### config.mk
export PLATFORM = sky130hd
export DESIGN_NAME = fifo_loader
export DESIGN_NICKNAME = d
export VERILOG_FILES = /design/src/rtl/fifo_loader.sv
export SDC_FILE = /design/constraint.sdc
export NUM_CORES = 1
export LEC_CHECK = 0
export CELL_PAD_IN_SITES_DETAIL_PLACEMENT = 1
export CELL_PAD_IN_SITES_GLOBAL_PLACEMENT = 2
export CORE_MARGIN = 1.5
export CORE_UTILIZATION = 28
export CTS_CLUSTER_DIAMETER = 80
export CTS_CLUSTER_SIZE = 12
export DETAILED_ROUTE_END_ITERATION = 7
export PLACE_DENSITY = 0.77
export SLEW_MARGIN = 30
export SYNTH_ARGS = -nofsm -noshare
export SYNTH_HDL_FRONTEND = slang
export SYNTH_SLANG_ARGS = --single-unit
### constraint.sdc
create_clock -name clk -period 2.8 [get_ports clk]
set_input_delay 0.28 -clock clk [delete_from_list [all_inputs] [get_ports clk]]
set_output_delay 0.28 -clock clk [all_outputs]
set_load 0.005 [all_outputs]
### src/rtl/fifo_loader.sv
// Write side of the engine's data/weight FIFOs: fetches data and weight bursts over a
// single-outstanding read port. Optional stall counter: define FIFO_LOADER_PERF_EN.
module fifo_loader #(
    parameter int unsigned BURST_LEN = 16,
    parameter int unsigned ADDR_W    = 32
) (
    input  logic              clk,
    input  logic              rst_n,
    input  logic              start,
    input  logic [2:0]        op_type,
    input  logic              port_sel,
    input  logic [31:0]       op_num,
    input  logic [ADDR_W-1:0] data_base,
    input  logic [ADDR_W-1:0] weight_base,
    output logic              busy,
    output logic              done,
    output logic              mem_rd_req,
    output logic [ADDR_W-1:0] mem_rd_addr,
    input  logic              mem_rd_gnt,
    input  logic              mem_rd_valid,
    input  logic [15:0]       mem_rd_data,
    input  logic              p0_data_fifo_full,
    input  logic              p0_weight_fifo_full,
    input  logic              p1_data_fifo_full,
    input  logic              p1_weight_fifo_full,
    output logic              p0_data_fifo_wr_en,
    output logic              p0_weight_fifo_wr_en,
    output logic              p1_data_fifo_wr_en,
    output logic              p1_weight_fifo_wr_en,
`ifdef FIFO_LOADER_PERF_EN
    output logic [31:0]       perf_stall_cnt,
`endif
    output logic [15:0]       fifo_din
);

    localparam int unsigned BW = $clog2(BURST_LEN + 1);

    typedef enum logic [2:0] {
        IDLE, LOAD, D_REQ, D_WAIT, W_REQ, W_WAIT, FIN
    } state_t;

    state_t            state;
    logic              need_wgt;
    logic              port_r;
    logic              outstanding;
    logic [31:0]       remaining;
    logic [ADDR_W-1:0] d_addr;
    logic [ADDR_W-1:0] w_addr;
    logic [BW-1:0]     blen;
    logic [BW-1:0]     burst_cnt;

    logic              tgt_full;
    logic [ADDR_W-1:0] cur_addr;
    logic [BW-1:0]     blen_next;
    logic              burst_last;
    logic              ret;
    logic              accept;

    // Target FIFO and address follow the phase of the current request state.
    always_comb begin
        tgt_full = port_r ? p1_data_fifo_full : p0_data_fifo_full;
        cur_addr = d_addr;
        if (state == W_REQ) begin
            tgt_full = port_r ? p1_weight_fifo_full : p0_weight_fifo_full;
            cur_addr = w_addr;
        end
    end

    assign blen_next  = (remaining < 32'(BURST_LEN)) ? BW'(remaining) : BW'(BURST_LEN);
    assign burst_last = (burst_cnt + BW'(1)) == blen;
    assign ret        = mem_rd_valid && outstanding;
    assign accept     = (state == IDLE) && start && !busy;

    always_ff @(posedge clk or negedge rst_n) begin
        if (!rst_n) begin
            state                <= IDLE;
            busy                 <= 1'b0;
            done                 <= 1'b0;
            mem_rd_req           <= 1'b0;
            mem_rd_addr          <= '0;
            fifo_din             <= '0;
            p0_data_fifo_wr_en   <= 1'b0;
            p0_weight_fifo_wr_en <= 1'b0;
            p1_data_fifo_wr_en   <= 1'b0;
            p1_weight_fifo_wr_en <= 1'b0;
            need_wgt             <= 1'b0;
            port_r               <= 1'b0;
            outstanding          <= 1'b0;
            remaining            <= '0;
            d_addr               <= '0;
            w_addr               <= '0;
            blen                 <= '0;
            burst_cnt            <= '0;
        end else begin
            done                 <= 1'b0;
            p0_data_fifo_wr_en   <= 1'b0;
            p0_weight_fifo_wr_en <= 1'b0;
            p1_data_fifo_wr_en   <= 1'b0;
            p1_weight_fifo_wr_en <= 1'b0;
            unique case (state)
                IDLE: begin
                    // busy stays high through the done cycle and drops here
                    busy <= accept;
                    if (accept) begin
                        need_wgt  <= op_type inside {3'd1, 3'd2, 3'd3};
                        port_r    <= port_sel;
                        remaining <= op_num;
                        d_addr    <= data_base;
                        w_addr    <= weight_base;
                        state     <= LOAD;
                    end
                end
                LOAD: begin
                    if (remaining == 32'd0) begin
                        state <= FIN;
                    end else begin
                        blen      <= blen_next;
                        burst_cnt <= '0;
                        state     <= D_REQ;
                    end
                end
                D_REQ, W_REQ: begin
                    if (mem_rd_req && mem_rd_gnt) begin
                        mem_rd_req  <= 1'b0;
                        outstanding <= 1'b1;
                        state       <= (state == D_REQ) ? D_WAIT : W_WAIT;
                    end else if (!mem_rd_req) begin
                        mem_rd_req  <= !tgt_full;
                        mem_rd_addr <= cur_addr;
                    end
                end
                D_WAIT: begin
                    if (ret) begin
                        outstanding <= 1'b0;
                        fifo_din    <= mem_rd_data;
                        if (port_r) p1_data_fifo_wr_en <= 1'b1;
                        else        p0_data_fifo_wr_en <= 1'b1;
                        d_addr    <= d_addr + ADDR_W'(1);
                        burst_cnt <= burst_cnt + BW'(1);
                        if (burst_last) begin
                            burst_cnt <= '0;
                            remaining <= remaining - 32'(blen);
                            state     <= need_wgt ? W_REQ : LOAD;
                        end else begin
                            state <= D_REQ;
                        end
                    end
                end
                W_WAIT: begin
                    if (ret) begin
                        outstanding <= 1'b0;
                        fifo_din    <= mem_rd_data;
                        if (port_r) p1_weight_fifo_wr_en <= 1'b1;
                        else        p0_weight_fifo_wr_en <= 1'b1;
                        w_addr    <= w_addr + ADDR_W'(1);
                        burst_cnt <= burst_cnt + BW'(1);
                        state     <= burst_last ? LOAD : W_REQ;
                    end
                end
                FIN: begin
                    done  <= 1'b1;
                    state <= IDLE;
                end
                default: state <= IDLE;
            endcase
        end
    end

`ifdef FIFO_LOADER_PERF_EN
    // Cycles spent waiting in a request state, saturating.
    always_ff @(posedge clk or negedge rst_n) begin
        if (!rst_n) begin
            perf_stall_cnt <= '0;
        end else if (accept) begin
            perf_stall_cnt <= '0;
        end else if ((state == D_REQ || state == W_REQ) && (tgt_full || !mem_rd_gnt)
                     && (perf_stall_cnt != 32'hFFFF_FFFF)) begin
            perf_stall_cnt <= perf_stall_cnt + 32'd1;
        end
    end
`endif

endmodule

* Yosys cells after proc, flatten, opt, wreduce, memory -nomap -nowiden
Cells that the tools add are included.
** Word-level totals
- Output and inout port bits :: 55
- Flip-flop bits (word level) :: 167
- Input port bits :: 125
- Logic and storage cells :: 112
** Cells by class
- Bitwise operators :: 3
- Order comparisons :: 1
- Muxes and demuxes :: 44
- Reduce and logical (&&, ||, !) cells :: 25
- Add/subtract/negate cells :: 4
- Equality and inequality tests :: 17
** Operators with widths (count)
- $mux W32 :: 8
- $pmux W32 S2 :: 3
- $add A32 B1 Y32 const B :: 2
- $logic_not A32 Y1 :: 1
- $lt A32 B5 Y1 const B :: 1
- $sub A32 B5 Y32 :: 1
- $mux W3 :: 9
- $mux W5 :: 5
- $mux W1 :: 16
- $pmux W3 S5 :: 1
- $pmux W5 S3 :: 1
- $eq A3 B2 Y1 const B :: 4
- $ne A2 B2 Y1 const B :: 6
- $reduce_and A3 Y1 :: 4
- $reduce_and A4 Y1 :: 3
- $eq A3 B3 Y1 const B :: 3
- $eq A3 B1 Y1 const B :: 2
- $reduce_and A2 Y1 :: 3
- $reduce_bool A2 Y1 :: 3
- $reduce_bool A3 Y1 :: 2
- $add A5 B1 Y5 const B :: 1
- $eq A5 B5 Y1 :: 1
- $logic_and A1 B1 Y1 :: 4
- $reduce_or A2 Y1 :: 2
- 5 further kinds :: 8

* Longest topological paths before layout
- Depth after elaboration :: 5
- Depth in mapped cells :: 9
- Depth with buffers taken out :: 9

* Worst setup path after synthesis
OpenSTA, ideal clock, no wires.
- Path kind :: reg2reg
- From :: register remaining[16]
- To :: register remaining[26]
- Clock period less this slack :: 2588 ps
- Buffers on the path :: 0
- Stages on the path, launching flop included :: 7
- Required time :: 2668 ps
- Arrival :: 2456 ps
- Path slack :: 212 ps
- Setup time :: 132 ps
- Cells stage by stage :: dfrtp_1 -> or4_4 -> or4_4 -> or4_4 -> a221o_1 -> o21ai_1 -> o21ai_1
** On the way
- Longest elaborated chain between the ends :: 4
** RTL lines
- start, declared :: RTL line 46 : logic [31:0] remaining;
- start signal, assigned :: RTL line 107 : remaining <= op_num;
- start signal, assigned :: RTL line 142 : remaining <= remaining - 32'(blen);
- $sub A32 B5 Y32 :: RTL line 142
- $mux W32 :: RTL line 140 : if (burst_last) begin
- $mux W32 :: RTL line 133 : if (ret) begin
- $pmux W32 S2 :: RTL line 100 : unique case (state)
No other way between the ends. The select of a mux whose other input is x is not followed.
A chain may end at the register's enable or synchronous reset.

* Worst setup path after layout
- From :: register remaining[18]
- To :: register remaining[28]
The elaborated chain is that of the path after synthesis.

==> results.txt <==
- Minimum hold slack: 356 ps
- Clock buffer depth: 2
- For the worst-skew pair, the clock arrives at the later sink with an insertion delay of 450 ps.
- Arrival time worst endpoint: 2980 ps
- Most common cell after layout, fill and taps aside: sky130_fd_sc_hd__clkdlybuf4s50_1
- The die is 185 um tall.
* Post-synth net total: 1242
- The worst hold path passes through 3 cells.
- The library cells used most frequently in the layout, excluding fill and tap cells, are 178 x sky130_fd_sc_hd__clkdlybuf4s50_1, 167 x sky130_fd_sc_hd__dfrtp_1, 148 x sky130_fd_sc_hd__a21oi_1.
- Worst Min Path Start: mem_rd_data[3]
- Tot GR Track Use: 0.196
* Leakage: 4.97 nW
* Growth of design area from synthesis to finish: 34.0%
* Mapped Cells: 1108
- Start of the worst register-to-register path: remaining[18]
- The synthesized design contains 167 register bits.
- Measured in cells, the most critical reg-to-reg path has a length of 6.
- Part of the total power dissipated in sequential elements: 0.377
- Of the total synthesized cell area, the portion taken by full adders, half adders and majority gates is 0.0129.
* Timing startpoint of the critical path: remaining[18]
- Clock power frac: 0.190
- Multiplexer share of the synthesized area: 0.0402
- Pwr per Cell Area: 1000 mW/mm^2
* Worst Tran Pin Value: 693 ps
- Entering global routing, the biggest net connects 65 pins.
- Leaving out filler cells and counting taps, the final layout contains 1745.
- Cell area after layout: 0.0125 mm^2
- Standard-cell rows: 66
* Standard cell core area: 0.0326 mm^2
- Int Power: 7.26 mW
- The first detailed-routing pass ran for 5 iterations.
* Final number of setup-violating endpoints: 0
* F_max: 0.377 GHz
- Worst IR drop on VDD: 458 uV
- For this run, the leading register cell type out of synthesis is sky130_fd_sc_hd__dfrtp_1.
- TritonCTS clock tree: yes
- Counting the fill cells in the layout gives 3806.
* TritonCTS Buffers: 17
- In this run the worst hold path is classified as in2reg.
- Post-synthesis compound-gate area fraction: 0.239
- For the final routed database, the setup TNS stands at 0 ps.
- Sequence of cells on the critical path: or4_1 > or3_1 > or4_4 > nor3_1 > a31oi_1 > o22a_1
- Counting tap cells, the placed design contains a total of 1710 instances.
* Post-synthesis cell type count: 63
* Number of primary I/O pins: 180
- Port buffering added 179 buffers.
- Via total after detailed routing: 9170
- Summing all placed instances gives a cell area of 0.0119 mm^2.
- Antenna violation net count after detailed routing: 0
* Area share of and/or/nand/nor cells after synthesis: 0.219
* Detail-routed via count per cell: 5.26
- For hold timing, the worst endpoint is fifo_din[3].
* Post-layout min period: 2660 ps
- The initial antenna violation count was 1.
- Crit path max-delay family: simple AND/OR/NAND/NOR gates
- Rel. slew slack: 0.538
- The tool flagged a number of max-cap violations equal to 0.
- Critical Path End Type: flip-flop
- The number of hold violations in the final report was 0.
- Of the cells placed in the final design, the portion with a size suffix greater than 1 is 0.0806.
- After the first detailed-routing iteration, the DRC count stood at 524.
- Of the total synthesized cell area, the portion taken by XOR and XNOR cells is 0.00470.
- Of all nets on the critical path, the largest fanout is 9.
- The tree is rooted in a sky130_fd_sc_hd__clkbuf_16.
* Critical Setup Path Class: reg2reg
- RR Endpoint: remaining[28]
- On the critical path, the stage with the largest delay is an instance of sky130_fd_sc_hd__or4_4.
- The number of buffers and inverters on the critical path is 0.
- Dominant combinational cell family by area after synthesis: compound AO/OA/AOI/OAI gates
- Number of global-route vias before repair: 9305
- The flow ran to the end, and the final reports show no timing, DRC or antenna violations.
- The setup check on the worst reg-to-reg path leaves a slack of 140 ps.
- The first global-routing pass estimated 52000 um of wire.
- The final-report max-slew violation count is 0.
* Gr ovfl total: 0
* Share of flip-flops with an asynchronous set or reset: 1.00
* Maximum single-stage delay on the critical path: 580 ps
- Synth Cell Area: 0.00931 mm^2
- Crit start category: flip-flop
* Post-synth EDFFs: 0
- Data on the critical path is required at its endpoint by 3130 ps.
* H-tree lvl count: 4
- For this run, the post-layout net count is 1423.
* Fraction of power spent switching nets: 0.419
* Full die area: 0.0344 mm^2
* RSZ-0062 raised after global routing: no
- Clock-pin slew was measured on the worst setup and hold paths at 70 ps.
- Period Utilization, post-route: 0.948
- Of the synthesized area, sequential elements account for 0.449.
- Part of the total power dissipated in combinational logic: 0.433
- Warnings from Yosys: 0
- For this block, the routed nets add up to 33100 um of wire.
- Routed length per instance: 19.0 um
* Mean cell area of the mapped netlist: 8.40 um^2
* Total number of clock tree sinks: 167
- Power dissipated by switching net loads: 5.24 mW
* Initial standard-cell utilization of the core: 0.286
- Between clock sinks in the finished design, the worst skew comes to 11.9 ps.
- DRC violations left: 0
- The congestion estimate from routability-driven global placement came to 0.812.
- Detailed-placement wirelength estimate: 24000 um
- Total area of multi-input combinational cells: 0.00485 mm^2
* Register Area: 0.00418 mm^2
- Horiz. Die Dim: 185 um
-- through the flow --
stage                     utilization  setup slack [ps]  total power [mW]
after detailed placement        0.364              79.4              10.2
after global routing            0.383              57.0              13.5
after global placement          0.364               112              9.97
after CTS                       0.382              70.8              12.6
after floorplan                     -               212              7.62
final                           0.383               145              12.5
-- sequential cells by signal, indices dropped and copies added, names as in the netlist, 3 cells and up --
signal / cells
d_addr: 32
fifo_din: 16
blen: 5
w_addr: 32
mem_rd_addr: 32
burst_cnt: 5
remaining: 32
state: 3
-- layer usage --
metal / wire, um / track usage / vias up
li1: - / - / 4419
met1: 16000 / 0.271 / 4557
met2: 15600 / 0.322 / 173
met3: 1110 / 0.0283 / 21
met4: 328 / 0.0442 / 0
met5: 0 / 0 / -
-- cell families after synthesis --
group	after synthesis
AO/OA/AOI/OAI	364
adder cells (fa/ha/maj)	9
AND/OR/NAND/NOR	440
multiplexers	36
flip-flops	167
XOR/XNOR	5
buffers and inverters	87
-- worst min-delay path: stages --
cell,delay (ps)
sky130_fd_sc_hd__clkdlybuf4s50_1,390
sky130_fd_sc_hd__nand2_1,50
sky130_fd_sc_hd__nand2_1,40
-- cell usage after synthesis, types with 4 or more instances --
master | n | share of area
sky130_fd_sc_hd__a22oi_1 | 5 | 0.0040
sky130_fd_sc_hd__a22o_1 | 6 | 0.0056
sky130_fd_sc_hd__nand2b_1 | 4 | 0.0027
sky130_fd_sc_hd__nand4_1 | 17 | 0.011
sky130_fd_sc_hd__o2bb2a_1 | 4 | 0.0043
sky130_fd_sc_hd__o22a_1 | 14 | 0.013
sky130_fd_sc_hd__a2bb2oi_1 | 4 | 0.0038
sky130_fd_sc_hd__o31ai_1 | 5 | 0.0040
sky130_fd_sc_hd__or4_1 | 5 | 0.0040
sky130_fd_sc_hd__o22ai_1 | 21 | 0.014
sky130_fd_sc_hd__o211ai_1 | 4 | 0.0032
sky130_fd_sc_hd__dfrtp_1 | 167 | 0.45
sky130_fd_sc_hd__o21a_1 | 9 | 0.0073
sky130_fd_sc_hd__o41ai_1 | 5 | 0.0047
sky130_fd_sc_hd__mux2i_1 | 34 | 0.037
sky130_fd_sc_hd__o21ai_0 | 72 | 0.039
sky130_fd_sc_hd__a21oi_1 | 148 | 0.080
sky130_fd_sc_hd__nor2_1 | 122 | 0.049
sky130_fd_sc_hd__nand3_1 | 39 | 0.021
sky130_fd_sc_hd__or3_1 | 8 | 0.0054
sky130_fd_sc_hd__a211oi_1 | 5 | 0.0040
sky130_fd_sc_hd__ha_1 | 8 | 0.011
sky130_fd_sc_hd__nand2_1 | 147 | 0.059
sky130_fd_sc_hd__nor2b_1 | 9 | 0.0060
sky130_fd_sc_hd__nor4_1 | 15 | 0.010
sky130_fd_sc_hd__o32ai_1 | 4 | 0.0038
sky130_fd_sc_hd__o2bb2ai_1 | 5 | 0.0047
sky130_fd_sc_hd__a32oi_1 | 5 | 0.0047
sky130_fd_sc_hd__and3_1 | 26 | 0.017
sky130_fd_sc_hd__a31oi_1 | 16 | 0.011
sky130_fd_sc_hd__clkbuf_1 | 64 | 0.026
sky130_fd_sc_hd__inv_1 | 19 | 0.0077
sky130_fd_sc_hd__or2_2 | 4 | 0.0027
sky130_fd_sc_hd__a21o_1 | 7 | 0.0056
sky130_fd_sc_hd__nor3_1 | 30 | 0.016
-- area by class of cell --
class / count / share of cell area
clock inverters: 13 / 0.00992
repair buffers: 230 / 0.181
clock buffers: 19 / 0.0363
flip-flops and latches: 167 / 0.335
multi-input cells: 854 / 0.388
well taps: 442 / 0.0443
inverters: 19 / 0.00571
diodes: 1 / 0.000200
-- repair_timing --
action / CTS / global route
endpoints found under the hold margin: 61 / 0
resized for setup: 0 / 2
hold buffers: 1 / 0
buffers inserted: 0 / 1
setup endpoints to repair: 0 / 3
-- worst max path at each step --
stage               depth (start not counted)            end  slack, ps
floorplan                                   6  remaining[26]        210
global placement                            6  remaining[26]        110
detailed placement                          6  remaining[26]         80
CTS                                         6  remaining[28]         70
global route                                6  remaining[26]         60
finish                                      6  remaining[28]        140
-- power groups by stage --
stage	registers [mW]	clock network [mW]	logic [mW]
floorplan	4.33	0	3.29
global placement	4.67	0	5.30
detailed placement	4.73	0	5.43
CTS	4.70	2.46	5.46
global route	4.90	2.54	6.09
finish	4.71	2.38	5.41
(Power assumes the default switching activity.)
